==> src/rtl/dds_pkg.sv <==
// dds_pkg: shared state encoding and default sizing for the DDS sequencer
package dds_pkg;
  localparam int ACC_W_DEF   = 32;
  localparam int ADDR_W_DEF  = 8;
  localparam int DATA_W_DEF  = 8;
  localparam int TABLE_DEPTH = 2 ** ADDR_W_DEF;
  typedef enum logic [1:0] {IDLE, LOAD, PLAY} state_t;
endpackage

==> src/rtl/dds_phase_acc.sv <==
// dds_phase_acc: phase accumulator with tuning word, phase offset and read address
module dds_phase_acc
  import dds_pkg::*;
#(
  parameter int ACC_W  = ACC_W_DEF,
  parameter int ADDR_W = ADDR_W_DEF
) (
  input  logic              s_clk,
  input  logic              s_rst_n,
  input  logic              adv,
  input  logic              sync_clr,
  input  logic [ACC_W-1:0]  ftw_in,
  input  logic              ftw_wr,
  input  logic [ADDR_W-1:0] pho_in,
  input  logic              pho_wr,
  output logic [ADDR_W-1:0] rd_addr
);
  logic [ACC_W-1:0]  acc;
  logic [ACC_W-1:0]  ftw;
  logic [ADDR_W-1:0] pho;
  // sync_clr outranks accumulation; the address always uses the pre-update phase
  always_ff @(posedge s_clk or negedge s_rst_n)
    if (!s_rst_n) begin
      acc     <= '0;
      ftw     <= '0;
      pho     <= '0;
      rd_addr <= '0;
    end else begin
      if (ftw_wr) ftw <= ftw_in;
      if (pho_wr) pho <= pho_in;
      acc <= sync_clr ? '0 : adv ? acc + ftw : acc;
      if (adv) rd_addr <= acc[ACC_W-1 -: ADDR_W] + pho;
    end
endmodule

==> src/rtl/dds_ctrl.sv <==
// dds_ctrl: loads the DDS waveform RAM from a byte stream and plays it back
module dds_ctrl
  import dds_pkg::*;
#(
  parameter int ACC_W  = ACC_W_DEF,
  parameter int ADDR_W = ADDR_W_DEF,
  parameter int DATA_W = DATA_W_DEF
) (
  input  logic              s_clk,
  input  logic              s_rst_n,
  input  logic [ACC_W-1:0]  ftw_in,
  input  logic              ftw_wr,
  input  logic [ADDR_W-1:0] pho_in,
  input  logic              pho_wr,
  input  logic              sync_clr,
  input  logic              play_en,
  input  logic              load_start,
  input  logic              wr_valid,
  input  logic [DATA_W-1:0] wr_data,
  output logic              wr_ready,
  output logic              load_done,
  output logic              busy_load,
  output logic [ADDR_W-1:0] ram_rdaddress,
  output logic [ADDR_W-1:0] ram_wraddress,
  output logic [DATA_W-1:0] ram_data,
  output logic              ram_wren,
  input  logic [DATA_W-1:0] ram_q,
  output logic [DATA_W-1:0] sin_data,
  output logic              sin_valid
);
  state_t            state;
  logic [ADDR_W-1:0] wr_cnt;
  logic              last_byte;
  logic              play_d1;
  logic              play_d2;
  always_comb begin
    busy_load     = state == LOAD;
    wr_ready      = busy_load;
    ram_wren      = busy_load & wr_valid;
    ram_wraddress = wr_cnt;
    ram_data      = wr_data;
    last_byte     = ram_wren && (wr_cnt == '1);
  end
  dds_phase_acc #(.ACC_W(ACC_W), .ADDR_W(ADDR_W)) u_acc (
    .s_clk    (s_clk),
    .s_rst_n  (s_rst_n),
    .adv      (state == PLAY),
    .sync_clr (sync_clr),
    .ftw_in   (ftw_in),
    .ftw_wr   (ftw_wr),
    .pho_in   (pho_in),
    .pho_wr   (pho_wr),
    .rd_addr  (ram_rdaddress)
  );
  // play_d1/play_d2 track the address->q->sample latency so sin_valid lines up with sin_data
  always_ff @(posedge s_clk or negedge s_rst_n)
    if (!s_rst_n) begin
      state     <= IDLE;
      wr_cnt    <= '0;
      load_done <= 1'b0;
      play_d1   <= 1'b0;
      play_d2   <= 1'b0;
      sin_valid <= 1'b0;
      sin_data  <= '0;
    end else begin
      load_done <= last_byte;
      play_d1   <= state == PLAY;
      play_d2   <= play_d1;
      sin_valid <= play_d2;
      if (play_d2) sin_data <= ram_q;
      if (ram_wren) wr_cnt <= wr_cnt + 1'b1;
      case (state)
        IDLE: if (load_start) begin
                state  <= LOAD;
                wr_cnt <= '0;
              end else if (play_en) state <= PLAY;
        LOAD: if (last_byte) state <= play_en ? PLAY : IDLE;
        PLAY: if (load_start) begin
                state  <= LOAD;
                wr_cnt <= '0;
              end else if (!play_en) state <= IDLE;
        default: state <= IDLE;
      endcase
    end
endmodule

==> config.mk <==
export PLATFORM = sky130hd
export DESIGN_NAME = dds_ctrl
export DESIGN_NICKNAME = d
export VERILOG_FILES = /design/src/rtl/dds_pkg.sv /design/src/rtl/dds_phase_acc.sv /design/src/rtl/dds_ctrl.sv
export SDC_FILE = /design/constraint.sdc
export NUM_CORES = 1
export LEC_CHECK = 0
export ABC_AREA = 1
export CORE_MARGIN = 2
export CORE_UTILIZATION = 40
export CTS_CLUSTER_DIAMETER = 80
export DETAILED_ROUTE_END_ITERATION = 10
export PLACE_DENSITY = 0.69
export SYNTH_ARGS = -nofsm -noshare
export SYNTH_HDL_FRONTEND = slang
export SYNTH_SLANG_ARGS = --single-unit
==> constraint.sdc <==
create_clock -name s_clk -period 1.7 [get_ports s_clk]
set_input_delay 0.34 -clock s_clk [delete_from_list [all_inputs] [get_ports s_clk]]
set_output_delay 0.34 -clock s_clk [all_outputs]
set_load 0.01 [all_outputs]
==> results.py, run 1 <==
metrics = {
    "yosys": {
        "synth-async-reset-ratio_pct": 100.0,
        "ys_seq_area_share_pct": 38.56,
        "synth_area_um2": 6620,
        "synth_ff_type": "dfrtp_1",
        "synth_seq_cells": 102,
        "netlist_instances": 891,
        "syn_nets": 996,
        "synth-edff-count": 0,
        "yosys.area.top_type_share_pct": 38.56,
        "yosysUniqueCellTypes": 40,
        "synth_top_area_cell": "dfrtp_1",
        "post_synth.cell_area_avg_um2": 7.430,
        "synth_warnings": 0,
        "synth_top_cells_by_area": "dfrtp_1 39%, nand2_1 18%, inv_1 8.1%, mux2_2 7.8%, ha_1 7.4%",
    },
    "sta": {
        "slew_headroom_pct": 75.99,
        "finalHoldViolCount": 0,
        "finClkSkew_ps": 12.69,
        "fin_crit_ps": 1855,
        "layout_setup_ws_ps": -154.7,
        "drv_slew": 0,
        "tightest_slew_ps": 360.1,
        "max_freq_ghz": 0.5392,
        "finalSetupViolations": 23,
        "whs_ps": 366.0,
        "rsz0062_at_grt": "yes",
        "fin_crit_sh_pct": 109.1,
    },
    "hold_path": {
        "holdPathEnd": "play_d2",
        "hold_class": "reg -> reg",
        "hold-path-cell-count": 0,
        "min_from": "play_d1",
    },
    "critical_path": {
        "worst_r2r_endpoint": "u_acc.rd_addr[6]",
        "r2r_slack_ps": -150,
        "cpPeakStageDelay_ps": 400,
        "cpMaxStageDelayCell": "dfrtp_1",
        "cp_max_fo": 3,
        "path_buf_inv": 4,
        "r2r-start": "u_acc.acc[24]",
        "cp-start-kind": "flip-flop",
        "arrival_ps": 2090,
        "critPathTopFamily": "adder cells",
        "crit_path_end_kind": "flip-flop",
        "cp.required_ps": 1940,
        "worstRegToRegCells": 13,
        "crit_chain": "buf_6, ha_4, inv_2, fa_2, inv_2, nand3_2, nand2_2, nand2_2, nand2_1, nand2_1, buf_4, nand3_2, a31oi_1",
        "crit_type": "reg -> reg",
    },
    "clock_tree": {
        "clk_latency_ps": 360,
        "cts_max_path_buffers": 2,
        "cts_htree_levels": 3,
        "cts_buffers": 9,
        "cts_root_buf": "clkbuf_16",
        "cts.sink_count": 102,
        "cts_tree": "done",
        "clk_pin_slew_worst_paths_ps": 70,
    },
    "die": {
        "core_um2": 16410,
        "start_util_pct": 40.35,
        "die_x_um": 132.6,
        "num_rows": 47,
        "die_h_um": 132.6,
        "pin_count": 101,
        "dieArea_um2": 17590,
    },
    "global_route": {
        "grt_max_degree": 37,
        "overflow": 0,
        "antenna_found_initial": 0,
        "grt_usage_pct": 20.19,
        "grt_pass1_wl_um": 28560,
        "grt_pass1_vias": 6045,
    },
    "placement": {
        "portBuffers": 84,
        "pre_cts_ws_ps": -314.8,
        "place_congestion": 0.9354,
        "hpwl_um": 12270,
    },
    "outcome": {
        "status": "finished with violations",
        "violations": "setup timing",
    },
    "finish": {
        "final_nets": 1158,
        "fill_cells": 1408,
        "final_cell_mix": "244 x nand2_1, 130 x inv_1, 101 x dfrtp_1",
        "area_growth_pct": 46.95,
        "antenna_cells": 0,
        "final_common_cell": "nand2_1",
        "layout-drive-gt1-share_pct": 34.69,
        "final_util_pct": 59.29,
    },
    "run": {
        "drv_cap": 0,
    },
    "routing": {
        "drt_pass1_iterations": 5,
        "ant_nets": 0,
        "drtIter0Drc": 297,
        "wl_per_cell_um": 14.09,
        "drc": 0,
        "vias": 6192,
        "viasPerCell": 4.845,
        "routed_wl_um": 18010,
    },
    "power_and_ir_drop": {
        "p_per_area_nw_per_um2": 998.2,
        "ir_drop_uv": 694.1,
        "p_leak_nw": 4.936,
        "power_mw": 9.710,
    },
}
==> flip-flops by register name (all words and copies together) (netlist names) <==
name / count
play_d1: 1
state: 2
u_acc.pho: 8
sin_valid: 1
u_acc.ftw: 32
sin_data: 8
u_acc.rd_addr: 8
ram_wraddress: 8
u_acc.acc: 32
play_d2: 1
load_done: 1
==> cell usage after synthesis (3+ instances only) <==
| cell type | number |
|---|---|
| ha_1 | 39 |
| nand3_1 | 49 |
| clkbuf_1 | 8 |
| nor3_1 | 3 |
| dfrtp_1 | 102 |
| nand3b_1 | 4 |
| or2_2 | 5 |
| mux2_2 | 46 |
| buf_4 | 9 |
| xnor2_1 | 3 |
| inv_1 | 143 |
| nand2_2 | 5 |
| o21ai_0 | 24 |
| a21oi_1 | 36 |
| nor2_1 | 56 |
| nand2_1 | 323 |
==> metrics by stage <==
step,instance area (um^2),TNS (ps),cells
final,9728,-1346,1278
after global routing,9728,-3677,1278
after CTS,9140,-915.1,1263
after detailed placement,8134,-4949,1238
after global placement,8134,-3910,1238
after floorplan,6625,0,891
==> cell families (layout without fill, tap and decap cells) <==
kind of cell | Yosys count | after routing | share of synthesized area (%)
xor+xnor | 5 | 5 | 0.6616
fa+ha+maj | 41 | 41 | 7.976
buf+inv | 168 | 335 | 10.66
compound gates | 73 | 73 | 5.991
simple gates | 456 | 456 | 28.33
mux | 46 | 46 | 7.825
flops | 102 | 102 | 38.56
==> worst reg2reg max path: cells and delay by family (launching register included) <==
family	cells	cell delay, ps
and+or+nand+nor	6	410
buffers and inverters	4	380
AOI/OAI and AO/OA	1	80
DFF	1	400
adders and majority gates	2	460
==> worst max path at each step <==
stage                             start          endpoint  slack, ps  cells past startpoint
after CTS                  u_acc.acc[0]     u_acc.acc[16]       -140                     13
final                     u_acc.acc[24]  u_acc.rd_addr[6]       -150                     13
after floorplan            u_acc.ftw[0]     u_acc.acc[16]          2                     13
after global routing      u_acc.acc[24]     u_acc.acc[28]       -230                     11
after global placement     u_acc.ftw[0]     u_acc.acc[16]       -270                     13
after detailed placement   u_acc.ftw[0]     u_acc.acc[16]       -310                     13
==> routing by layer <==
metal	GRT usage, %	vias to the layer above	share of wire [%]
met1	24.85	2910	43
met2	34.43	158	49
met3	6.322	31	6.4
met5	0	-	0
met4	5.197	0	1.8
li1	-	3093	-
==> power breakdown <==
part	internal, mW	switching (mW)
Sequential	2.88	0.381
Combinational	2.18	2.20
Clock	1.09	0.988
==> area by class of cell <==
class,instances,area (um^2),share of cell area [%]
clock buffers,11,252.7,2.598
clock inverters,5,38.79,0.3987
inverters,146,563.0,5.788
multi-input cells,621,4437,45.61
flip-flops and latches,102,2554,26.25
well taps,220,275.3,2.830
repair buffers,173,1608,16.53
==> timing repair <==
item | CTS | global route
setup buffers | 9 | 18
hold buffers | 1 | 0
endpoints found under the setup margin | 33 | 40
pin swaps | 35 | 52
hold endpoints to repair | 17 | 0
resized for setup | 145 | 127
No activity file was read; power rests on OpenSTA's default activity.
==> run 2: changes to the inputs <==
- CAP_MARGIN: unset -> 20
- CORE_MARGIN: 2 -> unset
==> run 2 against run 1 <==
Effect of this change:
- the flow still finishes with violations (setup timing)
- non-clock buffer count up 2
- core utilization up 1.8 points
- power up 0.51%
- via count up 0.45%
- wire length up 2.1%
- clock-buffer cell count down 2
- cell area up 0.55%
- critical path depth down 1
- register-to-register slack about the same
- die area down 3.0%
- largest power group unchanged
- highest routed layer unchanged
==> results.py, run 2 (synthesized netlist as in run 1, its figures left out) <==
metrics = {
    "finish": {
        "area_growth_pct": 47.76,
        "fill_cells": 1370,
        "antenna_cells": 0,
        "final_cell_mix": "246 x nand2_1, 133 x inv_1, 98 x dfrtp_1",
        "layout-drive-gt1-share_pct": 34.43,
        "final_nets": 1160,
        "multi_input_area_um2": 4466,
        "final_common_cell": "nand2_1",
        "finalNonFillerCells": 1276,
        "regArea_um2": 2557,
        "largest_registers": "u_acc.acc: 32 flops, u_acc.ftw: 32 flops",
    },
    "die": {
        "die_h_um": 130.6,
        "die_x_um": 130.6,
        "pin_count": 101,
        "core_um2": 16000,
        "num_rows": 46,
        "start_util_pct": 41.37,
        "dieArea_um2": 17070,
    },
    "routing": {
        "routed_wl_um": 18390,
        "drtIter0Drc": 392,
        "viasPerCell": 4.875,
        "vias": 6220,
        "drt_pass1_iterations": 5,
        "ant_nets": 0,
        "wl_per_cell_um": 14.42,
        "drc": 0,
    },
    "outcome": {
        "status": "finished with violations",
        "violations": "setup timing",
    },
    "placement": {
        "place_congestion": 0.9517,
        "portBuffers": 84,
        "dpl.cell_count": 1224,
        "hpwl_um": 12260,
    },
    "clock_tree": {
        "cts.sink_count": 102,
        "clk_latency_ps": 380,
        "clk_pin_slew_worst_paths_ps": 80,
        "cts_tree": "done",
        "cts_buffers": 9,
        "cts_max_path_buffers": 2,
        "cts_root_buf": "clkbuf_16",
        "cts_htree_levels": 3,
    },
    "critical_path": {
        "arrival_ps": 2110,
        "cp-start-kind": "flip-flop",
        "crit_path_end_kind": "flip-flop",
        "cp_max_fo": 4,
        "crit_type": "reg -> reg",
        "cp.required_ps": 1960,
        "worstRegToRegCells": 12,
    },
    "run": {
        "drv_cap": 0,
    },
    "hold_path": {
        "hold_class": "reg -> reg",
        "hold-path-cell-count": 0,
    },
    "global_route": {
        "grt_pass1_wl_um": 29020,
        "grt_pass1_vias": 6029,
        "grt_max_degree": 44,
        "grt_usage_pct": 22.13,
        "overflow": 0,
        "antenna_found_initial": 0,
    },
    "sta": {
        "layout_setup_ws_ps": -150.5,
        "whs_ps": 372.4,
        "slew_headroom_pct": 72.93,
        "finalSetupViolations": 22,
        "finalHoldViolCount": 0,
        "rsz0062_at_grt": "yes",
        "max_freq_ghz": 0.5404,
        "fin_crit_ps": 1850,
        "finClkSkew_ps": 16.30,
        "fin_crit_sh_pct": 108.9,
        "tightest_slew_ps": 404.8,
        "drv_slew": 0,
    },
    "power_and_ir_drop": {
        "power_mw": 9.760,
        "p_leak_nw": 5.018,
        "p_per_area_nw_per_um2": 997.7,
        "ir_drop_uv": 931.1,
    },
}
-- run 2: cell types whose count changed in the layout (fill, tap and decap cells not counted), moves of 4 or more --
cell,change
nand2_4,+6
nand2_2,-8
buf_4,+8
inv_2,-4
o21ai_1,+4
buf_6,-7
-- run 2: through the flow --
stage / setup WS, ps / instance area, um^2 / TNS (ps) / util (%)
2_1_floorplan: 1.568 / 6625 / 0 / -
3_3_place_gp: -219.8 / 8054 / -3364 / 50.34
3_5_place_dp: -226.3 / 8054 / -4232 / 50.34
4_1_cts: -122.1 / 9105 / -830.7 / 56.90
5_1_grt: -233.7 / 9782 / -4152 / 61.14
6_report: -150.5 / 9782 / -1543 / 61.14
-- run 2: path summary, 6_finish.rpt --
kind / startpoint / endpoint / slack, ps
setup / recovery: u_acc.ftw[0] / u_acc.acc[13] / -150
setup reg to reg: u_acc.ftw[0] / u_acc.acc[13] / -150
hold reg to reg: play_d1 / play_d2 / 370
hold / removal: play_d1 / play_d2 / 370
min in group asynchronous: s_rst_n / u_acc.acc[20] / 440
max in group asynchronous: s_rst_n / state[0] / 700
-- run 2: cell type report --
| cell class | instances | share of cell area [%] |
|---|---|---|
| Clock buffer | 9 | 2.302 |
| Clock inverter | 7 | 0.8826 |
| Inverter | 146 | 5.782 |
| Multi-Input combinational cell | 621 | 45.65 |
| Sequential cell | 102 | 26.14 |
| Tap cell | 216 | 2.763 |
| Timing Repair Buffer | 175 | 16.47 |
-- run 2: repair_timing --
| action | 4_1_cts | 5_1_grt |
|---|---|---|
| hold buffers | 1 | 0 |
| endpoints found under the setup margin | 32 | 38 |
| endpoints found under the hold margin | 23 | 0 |
| setup buffers | 11 | 25 |
| pin swaps | 34 | 56 |
| gates resized for setup | 137 | 128 |
-- run 2: critical path, cell delays in order, from the launching register on --
cell,delay [ps]
dfrtp_1,400
ha_2,200
buf_4,130
buf_4,130
nand2_4,70
nand2_4,50
nand3_2,60
nand2_2,100
nand2_2,130
nand2_4,90
or2_2,280
nand3_1,70
nand2_1,50
-- run 2: routing by layer --
metal,vias to the layer above,GRT usage [%],part of all wire (%)
met5,-,0,0
met4,0,8.181,2.6
met3,32,5.415,6.1
met2,165,37.54,48
met1,2932,27.23,43
li1,3091,-,-
-- run 2: power breakdown --
group          internal [mW]  total (mW)  switching [mW]
Clock                   1.06        2.17            1.11
Sequential              2.88        3.28           0.398
Combinational           2.13        4.31            2.18
Total                   6.07        9.76            3.69
